**src/rtl/pipe_trace_buffer_pkg.sv**
```systemverilog
// Shared definitions for the venus pipeline trace recorder.
// Optional feature macro: TRACE_TIMESTAMP_EN (adds a per-entry cycle timestamp).
package pipe_trace_buffer_pkg;

    // Recorder states; the encoding is visible on state_o.
    typedef enum logic [1:0] {
        TR_IDLE  = 2'd0,
        TR_ARMED = 2'd1,
        TR_POST  = 2'd2,
        TR_DONE  = 2'd3
    } tr_state_e;

    // Width of one stored entry: valid mask, payloads and (optionally) timestamp.
    function automatic int entry_width(input int nch, input int w, input int tsw);
`ifdef TRACE_TIMESTAMP_EN
        return nch + nch * w + tsw;
`else
        return nch + nch * w + (tsw - tsw);
`endif
    endfunction

endpackage

```
**src/rtl/pipe_trace_buffer_ram.sv**
```systemverilog
// Trace storage: DEPTH x EW single-write single-read RAM with a registered
// read port, giving the one-cycle request-to-ack latency of the read port.
module pipe_trace_buffer_ram #(
    parameter int DEPTH = 16,
    parameter int EW    = 132
) (
    input  logic                     clk,
    input  logic                     wr_en_i,
    input  logic [$clog2(DEPTH)-1:0] wr_addr_i,
    input  logic [EW-1:0]            wr_data_i,
    input  logic                     rd_en_i,
    input  logic [$clog2(DEPTH)-1:0] rd_addr_i,
    output logic [EW-1:0]            rd_data_o
);

    logic [EW-1:0] mem_q [DEPTH];
    logic [EW-1:0] rd_data_q;

    // Write port.
    // NOTE: the array has no reset; a reset would force flops instead of RAM macros, and
    // the top never exposes an entry that has not been written since arm.
    always_ff @(posedge clk) begin
        if (wr_en_i) begin
            mem_q[wr_addr_i] <= wr_data_i;
        end
    end

    // Registered read port; holds its value until the next enabled read.
    always_ff @(posedge clk) begin
        if (rd_en_i) begin
            rd_data_q <= mem_q[rd_addr_i];
        end
    end

    assign rd_data_o = rd_data_q;

endmodule

```
**src/rtl/pipe_trace_buffer.sv**
```systemverilog
// Multi-channel pipeline trace recorder: ring capture, PC-match trigger with
// post-trigger count, freeze, and oldest-first readback through req/ack.
// Optional feature macro: TRACE_TIMESTAMP_EN (free-running timestamp per entry).
module pipe_trace_buffer
    import pipe_trace_buffer_pkg::*;
#(
    parameter int NCH   = 4,
    parameter int W     = 32,
    parameter int DEPTH = 16,
    parameter int AW    = 16,
    parameter int TSW   = 16
) (
    input  logic                       clk,
    input  logic                       rst,
    input  logic                       arm_i,
    input  logic                       trig_en_i,
    input  logic [AW-1:0]              trig_addr_i,
    input  logic [$clog2(DEPTH):0]     post_cnt_i,
    input  logic                       pc_v_i,
    input  logic [AW-1:0]              pc_i,
    input  logic [NCH-1:0]             ch_v_i,
    input  logic [NCH*W-1:0]           ch_data_i,
    output logic [1:0]                 state_o,
    output logic [$clog2(DEPTH):0]     count_o,
    output logic                       overflow_o,
    input  logic                       rd_req_i,
    input  logic [$clog2(DEPTH)-1:0]   rd_idx_i,
    output logic                       rd_ack_o,
    output logic [NCH-1:0]             rd_vmask_o,
    output logic [NCH*W-1:0]           rd_data_o,
    output logic [TSW-1:0]             rd_ts_o
);

    localparam int PW = $clog2(DEPTH);
    localparam int CW = PW + 1;
    localparam int DW = NCH * W;
    localparam int EW = entry_width(NCH, W, TSW);

    tr_state_e       state_q, state_d;
    logic [PW-1:0]   wr_ptr_q, wr_ptr_d;
    logic [CW-1:0]   count_q, count_d;
    logic            ovf_q, ovf_d;
    logic [CW-1:0]   post_q, post_d;
    logic            ack_q, ack_d;
    logic            rd_valid_q, rd_valid_d;

    logic            cap_en;
    logic            trig;
    logic            wr_en;
    logic            rd_fire;
    logic            rd_oob;
    logic [PW-1:0]   rd_addr;
    logic [EW-1:0]   wr_entry;
    logic [EW-1:0]   rd_entry;

    // Trigger only counts while armed; arm in the same cycle cancels any write.
    assign trig    = trig_en_i & pc_v_i & (pc_i == trig_addr_i) & (state_q == TR_ARMED);
    assign wr_en   = cap_en & ((|ch_v_i) | trig) & ~arm_i;
    assign rd_fire = rd_req_i & (state_q == TR_DONE) & ~arm_i;
    assign rd_oob  = {1'b0, rd_idx_i} >= count_q;
    // Oldest held entry sits count entries behind the write pointer.
    assign rd_addr = wr_ptr_q - count_q[PW-1:0] + rd_idx_i;

    // State register.
    // NOTE: sequential state uses non-blocking assignments so every flop samples pre-edge values.
    always_ff @(posedge clk) begin
        if (!rst) begin
            state_q <= TR_IDLE;
        end else begin
            state_q <= state_d;
        end
    end

    // Next-state logic: arm overrides everything, trigger and post count drive the rest.
    // NOTE: each combinational block assigns a default first so no path infers a latch.
    always_comb begin
        state_d = state_q;
        if (arm_i) begin
            state_d = TR_ARMED;
        end else begin
            unique case (state_q)
                TR_IDLE:  state_d = TR_IDLE;
                TR_ARMED: if (trig) state_d = (post_cnt_i != '0) ? TR_POST : TR_DONE;
                TR_POST:  if (wr_en && post_q == CW'(1)) state_d = TR_DONE;
                TR_DONE:  state_d = TR_DONE;
                default:  state_d = TR_IDLE;
            endcase
        end
    end

    // FSM outputs: capture window and visible state.
    always_comb begin
        cap_en  = (state_q == TR_ARMED) || (state_q == TR_POST);
        state_o = state_q;
    end

    // Pointer, count, overflow, post counter and read-port control registers.
    always_ff @(posedge clk) begin
        if (!rst) begin
            wr_ptr_q   <= '0;
            count_q    <= '0;
            ovf_q      <= 1'b0;
            post_q     <= '0;
            ack_q      <= 1'b0;
            rd_valid_q <= 1'b0;
        end else begin
            wr_ptr_q   <= wr_ptr_d;
            count_q    <= count_d;
            ovf_q      <= ovf_d;
            post_q     <= post_d;
            ack_q      <= ack_d;
            rd_valid_q <= rd_valid_d;
        end
    end

    // Next values for pointers and counters; arm clears the buffer and read outputs.
    always_comb begin
        wr_ptr_d   = wr_ptr_q;
        count_d    = count_q;
        ovf_d      = ovf_q;
        post_d     = post_q;
        ack_d      = rd_fire;
        rd_valid_d = rd_fire ? ~rd_oob : rd_valid_q;
        if (arm_i) begin
            wr_ptr_d   = '0;
            count_d    = '0;
            ovf_d      = 1'b0;
            post_d     = '0;
            rd_valid_d = 1'b0;
        end else begin
            if (wr_en) begin
                wr_ptr_d = wr_ptr_q + 1'b1;
                if (count_q == CW'(DEPTH)) begin
                    ovf_d = 1'b1;
                end else begin
                    count_d = count_q + 1'b1;
                end
                if (state_q == TR_POST) begin
                    post_d = post_q - 1'b1;
                end
            end
            if (trig) begin
                post_d = post_cnt_i;
            end
        end
    end

`ifdef TRACE_TIMESTAMP_EN
    logic [TSW-1:0] ts_q;

    // Free-running cycle counter stamped into every entry.
    always_ff @(posedge clk) begin
        if (!rst) begin
            ts_q <= '0;
        end else begin
            ts_q <= ts_q + 1'b1;
        end
    end

    assign wr_entry = {ts_q, ch_v_i, ch_data_i};
    assign rd_ts_o  = rd_valid_q ? rd_entry[EW-1 -: TSW] : '0;
`else
    assign wr_entry = {ch_v_i, ch_data_i};
    assign rd_ts_o  = '0;
`endif

    pipe_trace_buffer_ram #(
        .DEPTH (DEPTH),
        .EW    (EW)
    ) u_ram (
        .clk       (clk),
        .wr_en_i   (wr_en),
        .wr_addr_i (wr_ptr_q),
        .wr_data_i (wr_entry),
        .rd_en_i   (rd_fire & ~rd_oob),
        .rd_addr_i (rd_addr),
        .rd_data_o (rd_entry)
    );

    // Read outputs read as zero after reset, arm, or an out-of-range ack.
    assign rd_ack_o   = ack_q;
    assign rd_vmask_o = rd_valid_q ? rd_entry[DW +: NCH] : '0;
    assign rd_data_o  = rd_valid_q ? rd_entry[DW-1:0] : '0;
    assign count_o    = count_q;
    assign overflow_o = ovf_q;

endmodule
```
**config.mk**
```make
export PLATFORM = sky130hd
export DESIGN_NAME = pipe_trace_buffer
export DESIGN_NICKNAME = d
export VERILOG_FILES = /design/src/rtl/pipe_trace_buffer_pkg.sv /design/src/rtl/pipe_trace_buffer_ram.sv /design/src/rtl/pipe_trace_buffer.sv
export SDC_FILE = /design/constraint.sdc
export NUM_CORES = 2
export LEC_CHECK = 0
export CAP_MARGIN = 25
export CELL_PAD_IN_SITES_DETAIL_PLACEMENT = 1
export CELL_PAD_IN_SITES_GLOBAL_PLACEMENT = 1
export CORE_MARGIN = 3
export CORE_UTILIZATION = 54
export DETAILED_ROUTE_END_ITERATION = 8
export PLACE_DENSITY_LB_ADDON = 0.25
export SYNTH_ARGS = -nofsm -noshare
export SYNTH_HDL_FRONTEND = slang
export SYNTH_HIERARCHICAL = 1
export SYNTH_SLANG_ARGS = --single-unit
```
**constraint.sdc**
```tcl
create_clock -name clk -period 20.6 [get_ports clk]
set_input_delay 4.12 -clock clk [delete_from_list [all_inputs] [get_ports clk]]
set_output_delay 4.12 -clock clk [all_outputs]
set_load 0.005 [all_outputs]
```
Yosys cells after proc, flatten, opt, wreduce, memory -nomap -nowiden
Memory sizes are Yosys's and may differ from the RTL's. A register that Yosys moved wholly into a read port is not among the register bits.
Cells that the tools add are included.
- word-level logic and storage cells: 63
- bits in writable memories: 2112
- output and inout bits: 157
- memories: 1
- register bits after elaboration: 19
- memory list (name ; depth ; bits a word ; read ports ; clocked after memory_dff ; wr ports ; line ; RTL):
    u_ram.mem_q ; 16 ; 132 ; 1 ; 1 ; 1 ; pipe_trace_buffer_ram.sv:16 ; logic [EW-1:0] mem_q [DEPTH];
- reductions and logical operators: 13
- multiplexer cells: 12
- bitwise gates (word level): 13
- $lt $le $gt $ge: 1
- add/sub/neg operators: 5
- eq/ne operators: 10
- operator list (cell ; number):
    $mux W128 ; 1
    $eq A16 B16 Y1 ; 1
    $mux W5 ; 3
    $reduce_and A2 Y1 ; 5
    $and A1 B1 Y1 ; 8
    $pmux W2 S4 ; 1
    $ne A3 B3 Y1 const B ; 2
    $add A5 B1 Y5 const B ; 1
    $eq A5 B1 Y1 const B ; 1
    $eq A5 B5 Y1 const B ; 1
    $ge A4 B5 Y1 ; 1
    $reduce_bool A5 Y1 ; 1
    $sub A5 B1 Y5 const B ; 1
    $add A4 B1 Y4 const B ; 1
    $add A4 B4 Y4 ; 1
    $eq A2 B2 Y1 const B ; 2
    $mux W1 ; 4
    $mux W2 ; 2
    $mux W4 ; 1
    $ne A2 B2 Y1 const B ; 2
    $not A1 Y1 ; 4
    $reduce_bool A2 Y1 ; 2
    $reduce_or A4 Y1 ; 1
    $sub A4 B4 Y4 ; 1
    other kinds (6) ; 6

Longest topological paths before layout
- depth in word-level cells: 10
- mapped depth: 13

Modules after synthesis
Netlist, hierarchy kept.
- by module, submodules not included (module ; cells an instance ; instances ; sequential area each (um2) ; area an instance (um2)):
    pipe_trace_buffer_ram ; 3454 ; 1 ; 67384.6 ; 83366.2
    pipe_trace_buffer ; 356 ; 1 ; 380.4 ; 2551.2

Least setup slack after synthesis
OpenSTA, ideal clock, no wires.
- path type: input-to-reg
- start: in trig_addr_i[10]
- end: mem u_ram.mem_q[0][0], enable pin
- path slack: 4993 ps
- stages on the path: 8
- arrival: 14823 ps
- required time: 19815 ps
- buffers on the path: 1
- cells stage by stage: nor2b_1 > a2111o_1 > nor3_2 > a31oi_1 > clkbuf_1 > nor2_1 > or3b_2 > nor3_1
- word-level cells in the longest chain between the ends: 8
- ends and longest elaborated chain (what ; line ; RTL):
    start: declaration ; pipe_trace_buffer.sv:17 ; input logic [AW-1:0] trig_addr_i,
    $eq A16 B16 Y1 ; pipe_trace_buffer.sv:57 ; assign trig = trig_en_i & pc_v_i & (pc_i == trig_addr_i) & (state_q == TR_ARMED);
    $and A1 B1 Y1 (2 in a row) ; pipe_trace_buffer.sv:57 ;
    $or A1 B1 Y1 ; pipe_trace_buffer.sv:58 ; assign wr_en = cap_en & ((|ch_v_i) | trig) & ~arm_i;
    $and A1 B1 Y1 (2 in a row) ; pipe_trace_buffer.sv:58 ;
    net wr_en ; pipe_trace_buffer.sv:49 ; logic wr_en;
    $mux W1 ; pipe_trace_buffer_ram.sv:23 ; if (wr_en_i) begin
    $mux W1 (not written as such) ; pipe_trace_buffer_ram.sv:24 ; mem_q[wr_addr_i] <= wr_data_i;
    end: declaration ; pipe_trace_buffer_ram.sv:16 ;
The timed path passes the listed nets, and every way through them passes these cells.

Worst setup path after layout
- start: in trig_addr_i[10]
- end: mem u_ram.mem_q[7][80], enable pin
The elaborated chain is that of the path after synthesis.

==> flow_summary.ini <==
[status]
status = finished, final reports clean

[drt]
drt_iter0_drc = 4926
vias_per_cell = 6.40
routed_wl_microns = 215000
first_pass_iters = 6
final_antenna_net_count = 0
post_drt_wl_per_cell_microns = 33.2
drcViolationCount = 0
vias = 41600

[synth]
synth-seq-cells = 2263
ys.warnings.count = 6
syn_area_per_cell_sq_um = 22.6
synthFlopType = edfxtp_1
synthCells = 3810
netlist_area_sq_um = 85900
ys_types = 51
synth_edf_count = 2244
synth-seq-area-share_pct = 78.9
ys_async_sr_fraction_pct = 0

[sta]
hold_viol_final = 0
clock-skew-final_ns = 0.0283
max_freq_ghz = 0.111
whs_ns = 0.493
worst_pin_slew_ns = 1.12
final_max_slew_viol_count = 0
setup_viol_count_final = 0
maxSlewHeadroom_pct = 25.6
finalSetupTns_ns = 0
fin_crit_ns = 9.02
rsz0062_at_grt = false
finalCritPeriodShare_pct = 43.8

[worst_setup_path]
path_class = in2reg
cp.arrival_ns = 9.48
start_kind = input port
cp-end-kind = flop
critPathRequiredTime_ns = 21.06
crit_fanout = 45

[place]
dp_hpwl_microns = 108000
dp_cells = 6068
port_buffers = 319
gp_congestion = 0.749
placed_area_sq_um = 91500

[clock_tree]
post_cts_buffers = 0
cts_buffer_depth = 3
cts.clk_slew.worst_paths_ns = 0.06
cts_sinks = 2263
cts_hold_buf = 0
cts_made_buffers = 218
clk_latency_ns = 0.84
root_buffer = clkbuf_16
h-tree-depth = 4
cts.repair.resized = 0
cts_tree = built

[die]
rows = 145
die-area_sq_um = 164000
ios = 336
core_sq_um = 157000
die_w_microns = 405
initial_utilization_pct = 54.7
die_y_microns = 405

[finish]
drive_gt1_share_pct = 22.0
fin_util_pct = 62.7
fin_cells = 6490
finalNetCount = 4432
fin_area_sq_um = 98500
area_growth_pct = 14.7

[global_routing]
grt_max_degree = 128
grt_pass1_wl_microns = 314000
grt-ovfl-total = 0
antenna_found_initial = 40
grt_usage_pct = 26.7
grt_pass1_vias = 44100

[worst_hold_path]
hold_class = reg2reg

[power_and_ir_drop]
vdd_drop_max_uv = 92.4
power_density_nw_per_um2 = 101
leakagePower_nw = 31.0

[job]
cap_violations = 0
final timing paths:
kind	startpoint	end	slack, ns	cells after the start
hold reg to reg	overflow_o	overflow_o	0.49	1
hold / removal	overflow_o	overflow_o	0.49	1
setup reg to reg	wr_ptr_q[0]	u_ram/rd_data_o[78]	14.94	10
setup / recovery	trig_addr_i[10]	u_ram/mem_q[7][80]	11.58	12
cells in the mapped netlist (2+ instances only):
cell type	count	area share, %
a211oi_1	5	0.044
a21o_1	3	0.026
a21oi_1	15	0.087
a221oi_1	12	0.12
a22oi_1	225	2.0
a311oi_1	2	0.020
a31o_2	2	0.020
a31oi_1	2	0.015
and2_1	136	0.99
and3_1	2	0.015
buf_1	13	0.057
buf_2	32	0.19
buf_4	44	0.38
buf_6	28	0.37
clkbuf_1	99	0.43
dfxtp_1	19	0.44
edfxtp_1	2244	78
fa_1	3	0.070
ha_1	17	0.25
inv_1	28	0.12
mux2_2	60	0.79
mux2i_1	25	0.29
mux4_2	495	13
nand2_1	112	0.49
nand2b_1	17	0.12
nand3_1	8	0.047
nand3b_1	2	0.017
nand4_1	7	0.051
nor2_1	25	0.11
nor2b_1	30	0.22
nor3_1	6	0.035
nor4_1	2	0.015
o21ai_0	19	0.11
o221ai_1	21	0.21
o22a_1	6	0.061
o31ai_1	4	0.035
or2_2	2	0.015
or3_1	2	0.015
or4_1	5	0.044
xnor2_1	17	0.17
xor2_1	4	0.041
final cells by class:
cell class	instances	area [sq um]
Antenna cell	18	45.0
Inverter	28	120
Tap cell	2058	2570
Clock inverter	127	1220
Multi-Input combinational cell	1318	17000
Timing Repair Buffer	404	4050
Fill cell	12700	58600
Clock buffer	274	5710
Sequential cell	2263	67800
stage by stage:
| step | power, mW | worst slack [ns] |
|---|---|---|
| finish | 9.93 | 11.58 |
| global route | 10.3 | 11.36 |
| CTS | 10.0 | 11.66 |
| detailed placement | 6.14 | 10.77 |
| global placement | 6.10 | 10.86 |
| floorplan | 5.84 | 4.99 |
kinds of logic (layout without fill, tap and decap cells):
family          after synthesis  count (layout)  synth area share (%)
simple gates                359             359                  2.21
buf+inv                     244             833                  1.55
flops                      2263            2263                  78.9
compound gates              322             322                  2.77
other cells                   1              34               0.00436
xor+xnor                     21              21                 0.214
mux                         580             580                  14.1
fa+ha+maj                    20              20                 0.317
flip-flops by register name, summed over array words and instances (netlist names):
name	flops
wr_ptr_q	4
state_o	2
post_q	5
u_ram/mem_q	2112
rd_valid_q	1
count_o	5
overflow_o	1
rd_ack_o	1
u_ram/rd_data_o	132
layer usage:
| layer | vias up | track usage (%) | wire (microns) |
|---|---|---|---|
| met3 | 329 | 5.94 | 17900 |
| met2 | 1918 | 42.5 | 106000 |
| met5 | - | 0 | 202 |
| met4 | 30 | 7.57 | 4670 |
| li1 | 16800 | - | - |
| met1 | 22400 | 37.8 | 86500 |
critical path: stages:
cell	delay, ns
clkdlybuf4s50_1	0.43
nor2b_1	0.14
a2111o_1	0.41
nor3_2	0.27
a31oi_1	0.14
buf_4	0.22
nor2_1	0.22
nand3b_1	0.36
nor2_4	0.60
buf_4	0.67
buf_4	0.92
buf_4	0.90
where the power goes:
part           internal [mW]  switching [mW]  total, mW  leakage [nW]
Clock                   2.21            1.68       3.89          3.38
Sequential              5.11         0.00623       5.12          20.4
Combinational          0.395           0.527      0.922          7.22
cell usage in the layout, fill, tap and decap left out, drive strengths merged, types with 8 or more instances in the layout:
cell type / n
diode: 18
xnor2: 17
mux2i: 25
clkinv: 95
o21ai: 20
a221oi: 12
conb: 16
ha: 17
clkbuf: 274
clkdlybuf4s50: 319
edfxtp: 2244
buf: 85
nor2: 25
dfxtp: 19
nor2b: 30
o221ai: 21
mux2: 60
bufinv: 20
nand3: 8
mux4: 495
a21oi: 15
nand2: 112
nand2b: 17
a22oi: 225
inv: 37
and2: 136
Power figures use the tool's default switching activity.
